### src/rtl/life_pkg.sv
// Shared types and constants for the life generation scheduler.
// The state encoding is visible on state_o, so the values are fixed.
package life_pkg;

  typedef enum logic [2:0] {
    S_IDLE     = 3'd0,
    S_CLEAR    = 3'd1,
    S_SEED     = 3'd2,
    S_RUN      = 3'd3,
    S_GEN      = 3'd4,
    S_GEN_STEP = 3'd5
  } sched_state_t;

  localparam int SPEED_MAX = 7;
  localparam int SPEED_W   = $clog2(SPEED_MAX + 1);

  // Wide enough for (TICK_BASE << SPEED_MAX) - 1 with a spare bit.
  function automatic int tick_width(input int tick_base);
    return $clog2(tick_base) + 8;
  endfunction

endpackage

### src/rtl/life_rate_divider.sv
// Generation-rate tick counter: counts while enabled, pulses tc on the last cycle
// of each period, and re-latches the period from speed only when it reloads.
module life_rate_divider
  import life_pkg::*;
#(
  parameter int TICK_BASE = 1024
) (
  input  logic               clk,
  input  logic               reset,
  input  logic               enable,
  input  logic               clear,
  input  logic [SPEED_W-1:0] speed,
  output logic               tc
);

  localparam int TICK_W = tick_width(TICK_BASE);

  logic [TICK_W-1:0] count_reg;
  logic [TICK_W-1:0] limit_reg;
  logic [TICK_W-1:0] limit_next;

  always_comb begin
    limit_next = (TICK_W'(TICK_BASE) << speed) - TICK_W'(1);
  end

  assign tc = enable && (count_reg == limit_reg);

  // Holding (neither enable nor clear) keeps the count frozen across a handshake.
  always_ff @(posedge clk or posedge reset) begin
    if (reset) begin
      count_reg <= '0;
      limit_reg <= TICK_W'(TICK_BASE - 1);
    end else if (clear || tc) begin
      count_reg <= '0;
      limit_reg <= limit_next;
    end else if (enable) begin
      count_reg <= count_reg + TICK_W'(1);
    end
  end

endmodule

### src/rtl/life_gen_scheduler.sv
// Turns operator controls into clear / seed-fill / generation-advance commands
// for the grid datapath and keeps the generation counter for the display.
module life_gen_scheduler
  import life_pkg::*;
#(
  parameter int TICK_BASE   = 1024,
  parameter int SEED_CYCLES = 64,
  parameter int GEN_W       = 16
) (
  input  logic               clk,
  input  logic               reset,
  input  logic               start,
  input  logic               randomize,
  input  logic               step,
  input  logic               clear,
  input  logic [SPEED_W-1:0] speed,
  input  logic               gen_ack,
  output logic               grid_clear,
  output logic               seed_load,
  output logic               lfsr_en,
  output logic               gen_req,
  output logic [GEN_W-1:0]   gen_count,
  output logic [2:0]         state_o
);

  localparam int SEED_W = $clog2(SEED_CYCLES) + 1;

  sched_state_t      state_reg;
  sched_state_t      state_next;
  logic              rand_prev_reg;
  logic              rand_edge;
  logic              pend_clear_reg;
  logic              pend_clear_next;
  logic              pend_seed_reg;
  logic              pend_seed_next;
  logic [SEED_W-1:0] seed_cnt_reg;
  logic [SEED_W-1:0] seed_cnt_next;
  logic [GEN_W-1:0]  gen_count_reg;
  logic [GEN_W-1:0]  gen_count_next;
  logic              grid_clear_reg;
  logic              seed_load_reg;
  logic              gen_req_reg;
  logic              tick_tc;
  logic              div_enable;
  logic              div_clear;

  assign rand_edge  = randomize & ~rand_prev_reg;
  assign div_enable = (state_reg == S_RUN);
  assign div_clear  = (state_reg != S_RUN) && (state_reg != S_GEN);

  life_rate_divider #(
    .TICK_BASE (TICK_BASE)
  ) u_rate_divider (
    .clk    (clk),
    .reset  (reset),
    .enable (div_enable),
    .clear  (div_clear),
    .speed  (speed),
    .tc     (tick_tc)
  );

  always_comb begin
    state_next      = state_reg;
    seed_cnt_next   = seed_cnt_reg;
    gen_count_next  = gen_count_reg;
    pend_clear_next = pend_clear_reg;
    pend_seed_next  = pend_seed_reg;

    case (state_reg)
      S_IDLE: begin
        if (clear)          state_next = S_CLEAR;
        else if (rand_edge) state_next = S_SEED;
        else if (step)      state_next = S_GEN_STEP;
        else if (start)     state_next = S_RUN;
      end

      S_CLEAR: begin
        gen_count_next = '0;
        state_next     = start ? S_RUN : S_IDLE;
      end

      S_SEED: begin
        if (seed_cnt_reg == SEED_W'(SEED_CYCLES - 1)) begin
          state_next = start ? S_RUN : S_IDLE;
        end else begin
          seed_cnt_next = seed_cnt_reg + SEED_W'(1);
        end
      end

      S_RUN: begin
        if (clear)          state_next = S_CLEAR;
        else if (rand_edge) state_next = S_SEED;
        else if (!start)    state_next = S_IDLE;
        else if (tick_tc)   state_next = S_GEN;
      end

      S_GEN, S_GEN_STEP: begin
        // Commands arriving mid-handshake are remembered, never aborting it.
        if (clear)     pend_clear_next = 1'b1;
        if (rand_edge) pend_seed_next  = 1'b1;
        if (gen_ack) begin
          gen_count_next  = gen_count_reg + GEN_W'(1);
          pend_clear_next = 1'b0;
          pend_seed_next  = 1'b0;
          if (pend_clear_reg || clear)                 state_next = S_CLEAR;
          else if (pend_seed_reg || rand_edge)         state_next = S_SEED;
          else if ((state_reg == S_GEN) && start)      state_next = S_RUN;
          else                                         state_next = S_IDLE;
        end
      end

      default: state_next = S_IDLE;
    endcase

    if ((state_next == S_SEED) && (state_reg != S_SEED)) begin
      gen_count_next = '0;
      seed_cnt_next  = '0;
    end
  end

  // Outputs are registered from the next state so they line up with state_reg.
  always_ff @(posedge clk or posedge reset) begin
    if (reset) begin
      state_reg      <= S_IDLE;
      rand_prev_reg  <= 1'b0;
      pend_clear_reg <= 1'b0;
      pend_seed_reg  <= 1'b0;
      seed_cnt_reg   <= '0;
      gen_count_reg  <= '0;
      grid_clear_reg <= 1'b0;
      seed_load_reg  <= 1'b0;
      gen_req_reg    <= 1'b0;
    end else begin
      state_reg      <= state_next;
      rand_prev_reg  <= randomize;
      pend_clear_reg <= pend_clear_next;
      pend_seed_reg  <= pend_seed_next;
      seed_cnt_reg   <= seed_cnt_next;
      gen_count_reg  <= gen_count_next;
      grid_clear_reg <= (state_next == S_CLEAR);
      seed_load_reg  <= (state_next == S_SEED);
      gen_req_reg    <= (state_next == S_GEN) || (state_next == S_GEN_STEP);
    end
  end

  assign grid_clear = grid_clear_reg;
  assign seed_load  = seed_load_reg;
  assign lfsr_en    = seed_load_reg;
  assign gen_req    = gen_req_reg;
  assign gen_count  = gen_count_reg;
  assign state_o    = state_reg;

endmodule

### config.mk
export PLATFORM = sky130hd
export DESIGN_NAME = life_gen_scheduler
export DESIGN_NICKNAME = d
export VERILOG_FILES = /design/src/rtl/life_pkg.sv /design/src/rtl/life_rate_divider.sv /design/src/rtl/life_gen_scheduler.sv
export SDC_FILE = /design/constraint.sdc
export NUM_CORES = 1
export LEC_CHECK = 0
export ABC_AREA = 1
export BUFFER_PORTS_ARGS = -buffer_cell sky130_fd_sc_hd__buf_2
export CORE_MARGIN = 4
export CORE_UTILIZATION = 35
export DETAILED_ROUTE_END_ITERATION = 8
export GPL_TIMING_DRIVEN = 0
export PLACE_DENSITY = 0.5
export SLEW_MARGIN = 10
export SYNTH_ARGS = -nofsm -noshare
export SYNTH_HDL_FRONTEND = slang
export SYNTH_HIERARCHICAL = 1
export SYNTH_SLANG_ARGS = --single-unit
### constraint.sdc
create_clock -name clk -period 4.2 [get_ports clk]
set_clock_uncertainty 0.1 [all_clocks]
set_input_delay 0.63 -clock clk [delete_from_list [all_inputs] [get_ports clk]]
set_output_delay 0.63 -clock clk [all_outputs]
set_load 0.005 [all_outputs]
# After elaboration in Yosys (flattened, before gate mapping)
# Index checks and enable logic that the tools add are counted.
[op_classes]
eq_ne = 16
mul = 0
n_lt_le_gt_ge = 0
n_bitwise = 2
addsub = 4
n_div = 0
n_shift = 1
reduce_logical = 19
n_mux = 27
[ops]
columns = ["cell", "n"]
rows = [
  ["$mux W18", 2],
  ["$mux W16", 2],
  ["$pmux W16 S2", 1],
  ["$mux W3", 10],
  ["$mux W7", 3],
  ["$add A18 B1 Y18 const B", 1],
  ["$eq A18 B18 Y1", 1],
  ["$shl A11 B3 Y18 const A", 1],
  ["$sub A18 B2 Y18 const B", 1],
  ["$add A16 B1 Y16 const B", 1],
  ["$pmux W3 S5", 1],
  ["$eq A3 B3 Y1 const B", 4],
  ["$eq A3 B2 Y1 const B", 3],
  ["$mux W2", 4],
  ["$reduce_and A2 Y1", 4],
  ["$reduce_bool A2 Y1", 4],
  ["$add A7 B1 Y7 const B", 1],
  ["$eq A7 B6 Y1 const B", 1],
  ["$eq A3 B1 Y1 const B", 2],
  ["$ne A3 B2 Y1 const B", 2],
  ["$ne A3 B3 Y1 const B", 2],
  ["$logic_and A1 B1 Y1", 4],
  ["$logic_or A1 B1 Y1", 4],
  ["$mux W1", 4],
  ["other kinds (6)", 6],
]
[totals]
mem_bits_ro = 0
out_inout_bits = 23
ramBits = 0
reg_bits = 68
n_memories = 0
input_bits = 10
word_cells = 80
latchBits = 0

# Depth between registers and ports, before layout
[logic_depth]
word_depth = 11
mapped_depth = 19
depth_no_buf = 17

# Hierarchy
# The synthesis kept the hierarchy.
[by_module_without_submodules]
columns = ["module", "n_inst", "area_each_um2", "seq_area_each_um2", "cells_per_inst"]
rows = [
  ["life_gen_scheduler", 1, 1860.5, 800.8, 249],
  ["life_rate_divider", 1, 1562.7, 650.6, 216],
]

# Worst setup path before layout
# Ideal clock, no wire load.
[synth_path]
path_kind = "reg2reg"
startpoint = "reg state_reg[2] (netlist: state_o[2])"
endpoint = "reg gen_count_reg[0] (netlist: gen_count[0])"
path_stages_with_launch = 19
path_slack_ps = 1843
n_path_buf = 2
t_arrival_ps = 2136
period_less_slack_ps = 2357
setup_ps = 121
t_required_ps = 3979
path_cell_list = "dfrtp_1 -> inv_2 -> nand3_1 -> inv_1 -> buf_4 -> inv_2 -> a21oi_2 -> nand2_1 -> nor3_1 -> nor2_1 -> nand3_1 -> nand2_1 -> nand2_1 -> nand3_1 -> nor2_4 -> nand3_2 -> inv_4 -> buf_8 -> nor2_1"
[synth_between]
elab_chain_len = 11
elab_cells_between_ends = 31
cone_classes = "8 x eq/ne; 16 x mux; 7 x reduce/logical"
[synth_rtl]
columns = ["item", "line", "rtl"]
rows = [
  ["start, declared", "life_gen_scheduler.sv:28", "sched_state_t state_reg;"],
  ["start signal, assigned", "life_gen_scheduler.sv:134", "state_reg <= state_next;"],
  ["$eq A3 B2 Y1 *", "life_gen_scheduler.sv:48", "assign div_enable = (state_reg == S_RUN);"],
  ["via div_enable", "life_gen_scheduler.sv:44", "logic div_enable;"],
  ["$logic_and A1 B1 Y1 *", "life_rate_divider.sv:26", "assign tc = enable && (count_reg == limit_reg);"],
  ["via tick_tc", "life_gen_scheduler.sv:43", "logic tick_tc;"],
  ["$mux W3 *", "life_gen_scheduler.sv:94", "else if (tick_tc) state_next = S_GEN;"],
  ["$mux W3 *", "life_gen_scheduler.sv:93", "else if (!start) state_next = S_IDLE;"],
  ["$mux W3 *", "life_gen_scheduler.sv:92", "else if (rand_edge) state_next = S_SEED;"],
  ["$mux W3 *", "life_gen_scheduler.sv:91", "if (clear) state_next = S_CLEAR;"],
  ["$pmux W3 S5 *", "life_gen_scheduler.sv:69", "case (state_reg)"],
  ["$eq A3 B2 Y1 *", "life_gen_scheduler.sv:115", "if ((state_next == S_SEED) && (state_reg != S_SEED)) begin"],
  ["$logic_and A1 B1 Y1 *", "life_gen_scheduler.sv:115", ""],
  ["$ne A3 B3 Y1 (no source line) or $reduce_bool A3 Y1 (tied branches)", "--", ""],
  ["$reduce_and A2 Y1 (no source line)", "--", ""],
  ["end signal, assigned", "life_gen_scheduler.sv:139", "gen_count_reg <= gen_count_next;"],
  ["end, declared", "life_gen_scheduler.sv:38", "logic [GEN_W-1:0] gen_count_reg;"],
]
# The timed path passes the listed nets; every way through them passes the cells marked *.
# A chain may end at the register's enable or synchronous reset.

# Worst setup path after layout
[layout_path]
startpoint = "reg state_reg[2] (netlist: state_o[2])"
endpoint = "reg gen_count_reg[5] (netlist: gen_count[5])"
# The elaborated chain is that of the path after synthesis.

==> summary.txt <==
Min path
  – Hold Path Class: in -> reg
  – Hold Crit Start: randomize

Power and ir drop
  – PnR Total Power: approximately 1.9 mW
  – Pwr Density: 474 mW/mm^2
  – Maximum VDD drop: between 0.0002 and 0.00025 V
  – Logic pwr share: 37.0%
  – Clock share of power: 24.8%
  – Internal: 1.11 mW
  – NetSw: 0.747 mW
  – Switching share of power: 40.2%
  – Leak Pwr: 1.92 nW
  – Register share of total power: 38.2%

Synth
  – Largest family of logic cells by synthesized area: simple AND/OR/NAND/NOR gates
  – Simple-gate share of the synthesized area: 34.8%
  – Async set-reset flop share out of synthesis: 100%
  – Synth top area share: 42.4%
  – Syn Nets: 478
  – Synth Area in XOR/XNOR: 4.61%
  – Synth Flop Type: dfrtp_1
  – Synth cell types: 35
  – Post-Syn Instances: between 400 and 500
  – Post-synthesis mux area share: 0%
  – Synth Area in Compound Gates: 7.46%
  – Synth area leaders: dfrtp_1 42%, nand2_1 13%, nor2_1 7.7%
  – Yosys reg bits: 58
  – Synthesized area: ~0.0034 mm^2
  – Area leader, netlist: dfrtp_1
  – Syn avg cell area: 7.36 um^2
  – Sequential share of the synthesized area: between 40% and 50%
  – Yosys warns: 6
  – Post-synth EDFFs: 0
  – Post-Synth Adder-Cell Area: 1.10%

Setup path
  – Worst Setup SP: state_o[2]$_DFF_PP0_
  – CP required: 4340 ps
  – Crit path launch type: register
  – Reg2Reg Setup Slack: roughly 1200 ps
  – Crit path kind: reg -> reg
  – Reg2reg start: state_o[2]$_DFF_PP0_
  – CP endpoint kind: register
  – Worst path arrival time: around 3100 ps
  – Crit path max fanout: 10

CTS
  – Clock slew at reported path FFs: 70 ps
  – TritonCTS clock tree: built
  – Gates resized, CTS repair: 0
  – CTS H-tree lvls: 3
  – CTS Buffer Depth: 2
  – Clock Tree Root: clkbuf_8
  – Clock Latency Late Sink: 350 ps
  – CTS Buf Count: 9
  – Total setup buffers inserted after CTS: 0
  – TritonCTS Sinks: 58
  – Post-CTS Hold Fix Bufs: 0

Die
  – Die height: 107 um
  – I/O pins: 33
  – Width of the die: 107 um
  – Die area: 0.0114 mm^2
  – Core ar.: roughly 0.0094 mm^2
  – Initial core utilization: 36.5%
  – Rows: 35

Timing
  – Normalized max-slew margin: 32.3%
  – Worst-margin pin slew: 1010 ps
  – RSZ-0062 raised after global routing: no
  – Final Hold Viols: 0
  – Final setup fails: 0
  – Final slew viol count: 0
  – Achievable frequency: 338 MHz
  – Period minus WS final: roughly 3000 ps
  – Setup TNS: 0 ps
  – Fin crit share: a little over two thirds

Route
  – Routed vias/inst: ~4.7
  – Final ANT Viol Nets: 0
  – Total iterations of the first detailed-routing run: 4
  – Total routed wirelength: ~8000 um
  – Drc violations: 0
  – Detailed Route Iter0 Violations: 120
  – Wirelength per Cell: 12.4 um
  – Via Count: about 3.0k

Cells and area
  – Nets: 521
  – Fin cells: between 600 and 700
  – Area delta synth->final: 14.4%
  – Fillers: 994
  – Diodes inserted: 0
  – Largest register FFs: 18
  – Layout cells sized above 1: 17.0%

Global routing
  – Grt total ovfl: 0
  – Overall Global Routing Usage: 15.4%
  – Largest net degree at the start of global routing: 33
  – Number of global-route vias before repair: 2896
  – Initial antenna violation count: 0
  – First-pass GRT wire length: 13800 um

Placed design
  – Detailed Place HPWL: about 5900 um
  – Placer Congestion: roughly 0.84
  – Count of input and output buffers: 32
  – DP Cell Count: ~630

Flow run
  – Max_cap viols: 0

Outcome
  – Outcome: finished clean
cells in the final DEF, fill, tap and decap left out, types with 3 or more instances in the layout:
master and instances:
nand2_2 4, inv_2 8, ha_1 3, buf_4 3, nor3_1 8, a21oi_1 11
clkbuf_8 10, inv_1 57, nor2_4 3, xnor2_1 6, nor2_2 4, nand3_1 40
xor2_1 12, o21ai_0 14, dfrtp_1 58, nor2_1 70, o22ai_1 5, nand4_1 15
buf_2 33, nand2_1 119, a21oi_2 3, clkinv_2 3
kinds of logic (layout without fill, tap and decap cells):
kind of cell / Yosys count / after routing
adders and majority gates: 3 / 3
DFF: 58 / 58
xor gates and xnor gates: 18 / 18
and+or+nand+nor: 271 / 271
buffers and inverters: 74 / 122
AOI/OAI and AO/OA: 41 / 41
path summary, 6_finish.rpt:
check,end,cells past startpoint
min reg2reg,pend_clear_reg$_DFFE_PP0P_,2
min,rand_prev_reg$_DFF_PP0_,1
min in group asynchronous,pend_seed_reg$_DFFE_PP0P_,2
max reg2reg,gen_count[5]$_DFFE_PP0P_,18
max,gen_count[5]$_DFFE_PP0P_,18
max in group asynchronous,u_rate_divider/count_reg[7]$_DFFE_PP0P_,2
power by group through the flow:
stage | clock network, mW | registers, mW | logic, mW
3_5_place_dp | 0 | 0.723 | 0.702
4_1_cts | 0.483 | 0.712 | 0.708
5_1_grt | 0.505 | 0.724 | 0.779
2_1_floorplan | 0 | 0.705 | 0.520
6_report | 0.460 | 0.710 | 0.688
3_3_place_gp | 0 | 0.721 | 0.698
Yosys cell counts (3+ instances only):
cell	n
o22ai_1	5
nand4_1	15
a21oi_1	11
xor2_1	12
nor3_1	8
nand3_1	40
inv_1	58
inv_2	7
a21oi_2	3
nand2_1	119
xnor2_1	6
ha_1	3
buf_4	3
dfrtp_1	58
nand2_2	4
nor2_2	4
nor2_4	3
o21ai_0	14
nor2_1	70
critical path, cell delays in order (launching register included):
cell and delay, ps:
dfrtp_1 420, inv_2 140, nand3_1 100, inv_1 130, buf_4 180, inv_2 70, a21oi_2 120, nand2_1 60
nor3_1 380, nor2_1 120, nand3_1 90, nand2_1 50, nand2_1 50, nand3_1 110, nor2_4 150, nand3_2 170
inv_4 180, buf_8 150, nor2_1 40
cell type report:
cell class | instances | area (um^2) | area share (%)
inverters | 66 | 250 | 6.39
clock inverters | 5 | 30.0 | 0.767
multi-input cells | 333 | 1640 | 41.9
repair buffers | 32 | 160 | 4.09
plain buffers | 8 | 80.1 | 2.04
clock buffers | 11 | 141 | 3.61
well taps | 129 | 161 | 4.12
flip-flops and latches | 58 | 1450 | 37.1
routing by layer:
metal / wire, um / GRT usage (%) / up-vias
met5: 0 / 0 / -
met4: 124 / 5.57 / 0
met3: 251 / 4.46 / 12
met2: 3820 / 24.7 / 43
met1: 3790 / 19.6 / 1405
li1: - / - / 1560
metrics by stage:
| stage | hold WS (ps) | worst slack, ps | utilization (%) | cell area [um^2] |
|---|---|---|---|---|
| 4_1_cts | 271 | 1170 | 41.8 | 3920 |
| 5_1_grt | 272 | 917 | 41.8 | 3920 |
| 3_3_place_gp | 379 | 1220 | 40.0 | 3740 |
| 6_report | 293 | 1240 | 41.8 | 3920 |
| 3_5_place_dp | 405 | 1190 | 40.0 | 3740 |
| 2_1_floorplan | 354 | 1840 | - | 3420 |
No activity file was read; power rests on OpenSTA's default activity.
